==> src/rtl/stopwatch_pkg.sv <==
// Shared encodings and defaults for the stopwatch control front end.
// Optional button debounce is enabled with the BTN_DEBOUNCE_EN macro.
package stopwatch_pkg;

    typedef enum logic [1:0] {
        ST_IDLE    = 2'b00,
        ST_RUNNING = 2'b01,
        ST_PAUSED  = 2'b10
    } state_e;

    localparam int unsigned TICK_DIV_DEFAULT = 100_000_000;
    localparam int unsigned DEBOUNCE_DEFAULT = 1_000_000;

endpackage

==> src/rtl/stopwatch_control_btn_conditioner.sv <==
// Raw button -> 2-flop sync -> optional debounce (BTN_DEBOUNCE_EN) -> rising-edge pulse.
// A level held high yields exactly one pulse.
module btn_conditioner #(
    parameter int unsigned DEBOUNCE_CYCLES = 1
) (
    input  logic clk,
    input  logic rst,
    input  logic btn_i,
    output logic pulse_o
);

    logic sync1_q;
    logic sync2_q;
    logic prev_q;
    logic level;

    always_ff @(posedge clk) begin
        if (rst) begin
            sync1_q <= 1'b0;
            sync2_q <= 1'b0;
        end else begin
            sync1_q <= btn_i;
            sync2_q <= sync1_q;
        end
    end

`ifdef BTN_DEBOUNCE_EN
    localparam int CNT_W = (DEBOUNCE_CYCLES > 1) ? $clog2(DEBOUNCE_CYCLES) : 1;
    localparam logic [CNT_W-1:0] CNT_MAX = CNT_W'(DEBOUNCE_CYCLES - 1);

    logic [CNT_W-1:0] cnt_q;
    logic [CNT_W-1:0] cnt_d;
    logic             acc_q;
    logic             acc_d;

    // Counts consecutive synced samples that disagree with the accepted level.
    always_comb begin
        cnt_d = '0;
        acc_d = acc_q;
        if (sync2_q != acc_q) begin
            if (cnt_q == CNT_MAX) begin
                acc_d = sync2_q;
            end else begin
                cnt_d = cnt_q + CNT_W'(1);
            end
        end
    end

    always_ff @(posedge clk) begin
        if (rst) begin
            cnt_q <= '0;
            acc_q <= 1'b0;
        end else begin
            cnt_q <= cnt_d;
            acc_q <= acc_d;
        end
    end

    assign level = acc_q;
`else
    assign level = sync2_q;
`endif

    always_ff @(posedge clk) begin
        if (rst) begin
            prev_q <= 1'b0;
        end else begin
            prev_q <= level;
        end
    end

    assign pulse_o = level & ~prev_q;

endmodule

==> src/rtl/stopwatch_control.sv <==
// Stopwatch control: button conditioning, IDLE/RUNNING/PAUSED FSM and tick prescaler.
// Define BTN_DEBOUNCE_EN to add per-button debounce of DEBOUNCE_CYCLES samples.
import stopwatch_pkg::*;

module stopwatch_control #(
    parameter int unsigned TICK_DIV        = TICK_DIV_DEFAULT,
    parameter int unsigned DEBOUNCE_CYCLES = DEBOUNCE_DEFAULT
) (
    input  logic       clk,
    input  logic       rst,
    input  logic       start_btn,
    input  logic       stop_btn,
    input  logic       clear_btn,
    output logic       tick,
    output logic       counter_clr_n,
    output logic       running,
    output logic [1:0] state
);

    localparam int PW = $clog2(TICK_DIV);
    localparam logic [PW-1:0] LAST = PW'(TICK_DIV - 1);

    logic start_ev;
    logic stop_ev;
    logic clr_ev;

    state_e        state_q, state_d;
    logic [PW-1:0] presc_q, presc_d;
    logic          tick_q, tick_d;
    logic          clr_n_q, clr_n_d;
    logic          running_q, running_d;

    btn_conditioner #(.DEBOUNCE_CYCLES(DEBOUNCE_CYCLES)) u_start (
        .clk     (clk),
        .rst     (rst),
        .btn_i   (start_btn),
        .pulse_o (start_ev)
    );

    btn_conditioner #(.DEBOUNCE_CYCLES(DEBOUNCE_CYCLES)) u_stop (
        .clk     (clk),
        .rst     (rst),
        .btn_i   (stop_btn),
        .pulse_o (stop_ev)
    );

    btn_conditioner #(.DEBOUNCE_CYCLES(DEBOUNCE_CYCLES)) u_clear (
        .clk     (clk),
        .rst     (rst),
        .btn_i   (clear_btn),
        .pulse_o (clr_ev)
    );

    // Stop outranks start, so stop+start in IDLE/PAUSED leaves the state alone.
    always_comb begin
        state_d = state_q;
        presc_d = presc_q;
        tick_d  = 1'b0;
        clr_n_d = 1'b1;
        if (clr_ev) begin
            state_d = ST_IDLE;
            presc_d = '0;
            clr_n_d = 1'b0;
        end else begin
            unique case (state_q)
                ST_IDLE: begin
                    presc_d = '0;
                    if (!stop_ev && start_ev) state_d = ST_RUNNING;
                end
                ST_RUNNING: begin
                    if (presc_q == LAST) begin
                        presc_d = '0;
                        tick_d  = 1'b1;
                    end else begin
                        presc_d = presc_q + PW'(1);
                    end
                    if (stop_ev) state_d = ST_PAUSED;
                end
                ST_PAUSED: begin
                    if (!stop_ev && start_ev) state_d = ST_RUNNING;
                end
                default: begin
                    state_d = ST_IDLE;
                    presc_d = '0;
                end
            endcase
        end
        running_d = (state_d == ST_RUNNING);
    end

    // Counters stay cleared while the block is held in reset.
    always_ff @(posedge clk) begin
        if (rst) begin
            state_q   <= ST_IDLE;
            presc_q   <= '0;
            tick_q    <= 1'b0;
            clr_n_q   <= 1'b0;
            running_q <= 1'b0;
        end else begin
            state_q   <= state_d;
            presc_q   <= presc_d;
            tick_q    <= tick_d;
            clr_n_q   <= clr_n_d;
            running_q <= running_d;
        end
    end

    assign tick          = tick_q;
    assign counter_clr_n = clr_n_q;
    assign running       = running_q;
    assign state         = state_q;

endmodule

==> config.mk <==
export PLATFORM = sky130hd
export DESIGN_NAME = stopwatch_control
export DESIGN_NICKNAME = d
export VERILOG_FILES = /design/src/rtl/stopwatch_pkg.sv /design/src/rtl/stopwatch_control_btn_conditioner.sv /design/src/rtl/stopwatch_control.sv
export SDC_FILE = /design/constraint.sdc
export NUM_CORES = 1
export LEC_CHECK = 0
export BUFFER_PORTS_ARGS = -buffer_cell sky130_fd_sc_hd__buf_2
export CORE_MARGIN = 2
export CORE_UTILIZATION = 46
export DETAILED_ROUTE_END_ITERATION = 10
export GPL_ROUTABILITY_DRIVEN = 1
export MAX_ROUTING_LAYER = met4
export PLACE_DENSITY = 0.75
export SYNTH_ARGS = -nofsm -noshare
export SYNTH_HDL_FRONTEND = slang
export SYNTH_SLANG_ARGS = --single-unit
==> constraint.sdc <==
create_clock -name clk -period 5.6 [get_ports clk]
set_input_delay 0.28 -clock clk [delete_from_list [all_inputs] [get_ports clk]]
set_output_delay 0.28 -clock clk [all_outputs]
set_load 0.01 [all_outputs]
==> impl_metrics.json <==
{
  "clock_path_buffers": 2,
  "port_buffers": 9,
  "h-tree-depth": 2,
  "hold_viol_final": 0,
  "largest_reg_flops": 27,
  "seq_area_frac_synth_pct": 44.8,
  "core_area_sq_um": 3740,
  "dpl.hpwl_um": 2510,
  "grt.total_usage_pct": 18.6,
  "final_cells": 268,
  "num_antenna_cells": 0,
  "cts_inserted_buffers": 5,
  "fp-row-count": 22,
  "viasPerCell": 5.54,
  "drc": 0,
  "synth.largest_area_cell": "dfxtp_1",
  "multiInputGateArea_sq_um": 952,
  "avgSynthCellArea_sq_um": 8.76,
  "synth_top_area_share_pct": 44.8,
  "cts_tree": "done",
  "clk_pin_slew_ns": 0.08,
  "antenna_found_initial": 0,
  "grt_max_degree": 33,
  "rsz0062_at_grt": "false",
  "fin_nets": 225,
  "tns_ns": 0,
  "worstSetupPathType": "reg2reg",
  "syn-cell-area_sq_um": 1830,
  "synthTopCellsByArea": "dfxtp_1 45%, nor2_1 5.1%, nand2_1 4.3%",
  "endpoint_kind": "register",
  "seqCellArea_sq_um": 821,
  "fin_skew_ns": 0.00460,
  "routabilityCongestion": 0.792,
  "postCtsHoldBufs": 0,
  "firstDrtPassIters": 4,
  "area_delta_synth_final_pct": 9.16,
  "yosys_most_used_dff": "dfxtp_1",
  "ir_worst_vdd_mv": 0.192,
  "largest-register": "presc_q",
  "fill_cells": 369,
  "clock-root-buffer": "clkbuf_8",
  "ys_ff_latch": 41,
  "drv_slew": 0,
  "synth_edf_count": 0,
  "wire_per_inst_um": 13.5,
  "crit_slowest_cell": "a21oi_2",
  "fin_crit_sh_pct": 42.4,
  "reg2reg_depth": 6,
  "placed_cells": 260,
  "ios": 10,
  "fin_crit_ns": 2.37,
  "crit_required_ns": 5.82,
  "path_cells": "ha_1, nand2_1, nor4_4, a21oi_2, o21ai_0, a31oi_1",
  "syn_inst": 209,
  "clock-sinks": 41,
  "max_stage_delay_ns": 0.97,
  "start_util_pct": 48.9,
  "max_freq_mhz": 421,
  "power.leakage_nw": 0.753,
  "worst_pin_slew_ns": 1.25,
  "grt_pass1_wl_um": 6020,
  "gr-total-overflow": 0,
  "dieArea_sq_um": 4500,
  "critPathLaunchType": "register",
  "wirelength_um": 3610,
  "clk_latency_ns": 0.29,
  "ys_types": 45,
  "status": "completed",
  "post_cts_buffers": 0,
  "critical_path_depth": 6,
  "maxCapViolations": 0,
  "die_w_um": 67.1,
  "yosysWarnings": 0,
  "max-slew-margin-rel_pct": 16.5,
  "syn_nets": 215,
  "setup_viol": 0,
  "chipHeight_um": 67.1,
  "crit_arrival_ns": 2.59,
  "antenna_left": 0,
  "hp-class": "in2reg",
  "cts_resized": 0,
  "yosys-top-cells-count": "41 x dfxtp_1, 25 x nor2_1, 21 x nand2_1",
  "synth_most_common_cell": "dfxtp_1",
  "crit_fanout": 32,
  "crit_family": "compound AO/OA/AOI/OAI gates",
  "layout-drive-gt1-share_pct": 10.9,
  "async_flop_share_pct": 0,
  "vias": 1485,
  "powerDensity_nw_per_um2": 263,
  "min_path_cells": 2,
  "critPathBufInv": 0,
  "grt_pass1_vias": 1305,
  "drt-initial-drc-count": 57,
  "final_util_pct": 53.4
}
## worst paths after layout
kind                            slack [ns]             end         start
worst max register to register        3.23     presc_q[26]    presc_q[0]
worst max-delay path                  3.23     presc_q[26]    presc_q[0]
worst min register to register        0.44   u_stop.prev_q  u_stop.level
worst min-delay path                  0.20  u_stop.sync1_q      stop_btn
## layout make-up
class,instances,share of cell area (%)
repair buffers,9,2.25
multi-input cells,157,47.7
clock inverters,1,0.250
clock buffers,7,4.82
inverters,5,0.939
well taps,48,3.01
flip-flops and latches,41,41.1
## power by group
part           total (W)  switching (W)  internal (W)
sequential      0.000297     0.00000168      0.000295
combinational  0.0000170      0.0000103    0.00000668
clock           0.000211      0.0000996      0.000111
total           0.000525       0.000112      0.000413
## cells by family (layout without fill, tap and decap cells)
group           count (synthesis)  in the layout  synth area share (%)
compound gates                 41             41                  15.2
xor+xnor                        9              9                  4.31
fa+ha+maj                       1              1                 0.683
buf+inv                        11             22                  3.14
flops                          41             41                  44.8
mux                             1              1                 0.547
simple gates                  105            105                  31.3
## layout by cell type, fill, tap and decap left out, types with 5 or more instances in the layout
cell      synthesis  final
a21oi_1          11     11
a31oi_1          10     10
and3_1            7      7
buf_2             1      9
clkbuf_8          0      7
dfxtp_1          41     41
inv_1             5      5
nand2_1          21     21
nand3_1          13     13
nor2_1           25     25
nor2b_1          11     11
nor3_1            5      5
xnor2_1           6      6
## per-stage QoR
step	worst slack, ns	area (sq um)	total power (W)	hold WS (ns)
finish	3.23	2000	0.000525	0.197
global route	2.98	2000	0.000547	0.208
CTS	3.23	2000	0.000530	0.196
detailed placement	3.25	1900	0.000321	0.428
global placement	3.38	1900	0.000320	0.416
floorplan	3.72	1830	0.000316	0.408
## metal layers
layer	global-route usage [%]	part of all wire [%]	up-vias
met4	4.59	0.91	0
met1	23.5	51	676
met2	28.1	43	29
met5	-	0	-
li1	-	-	774
met3	7.09	5.2	6
(Power assumes the default switching activity.)
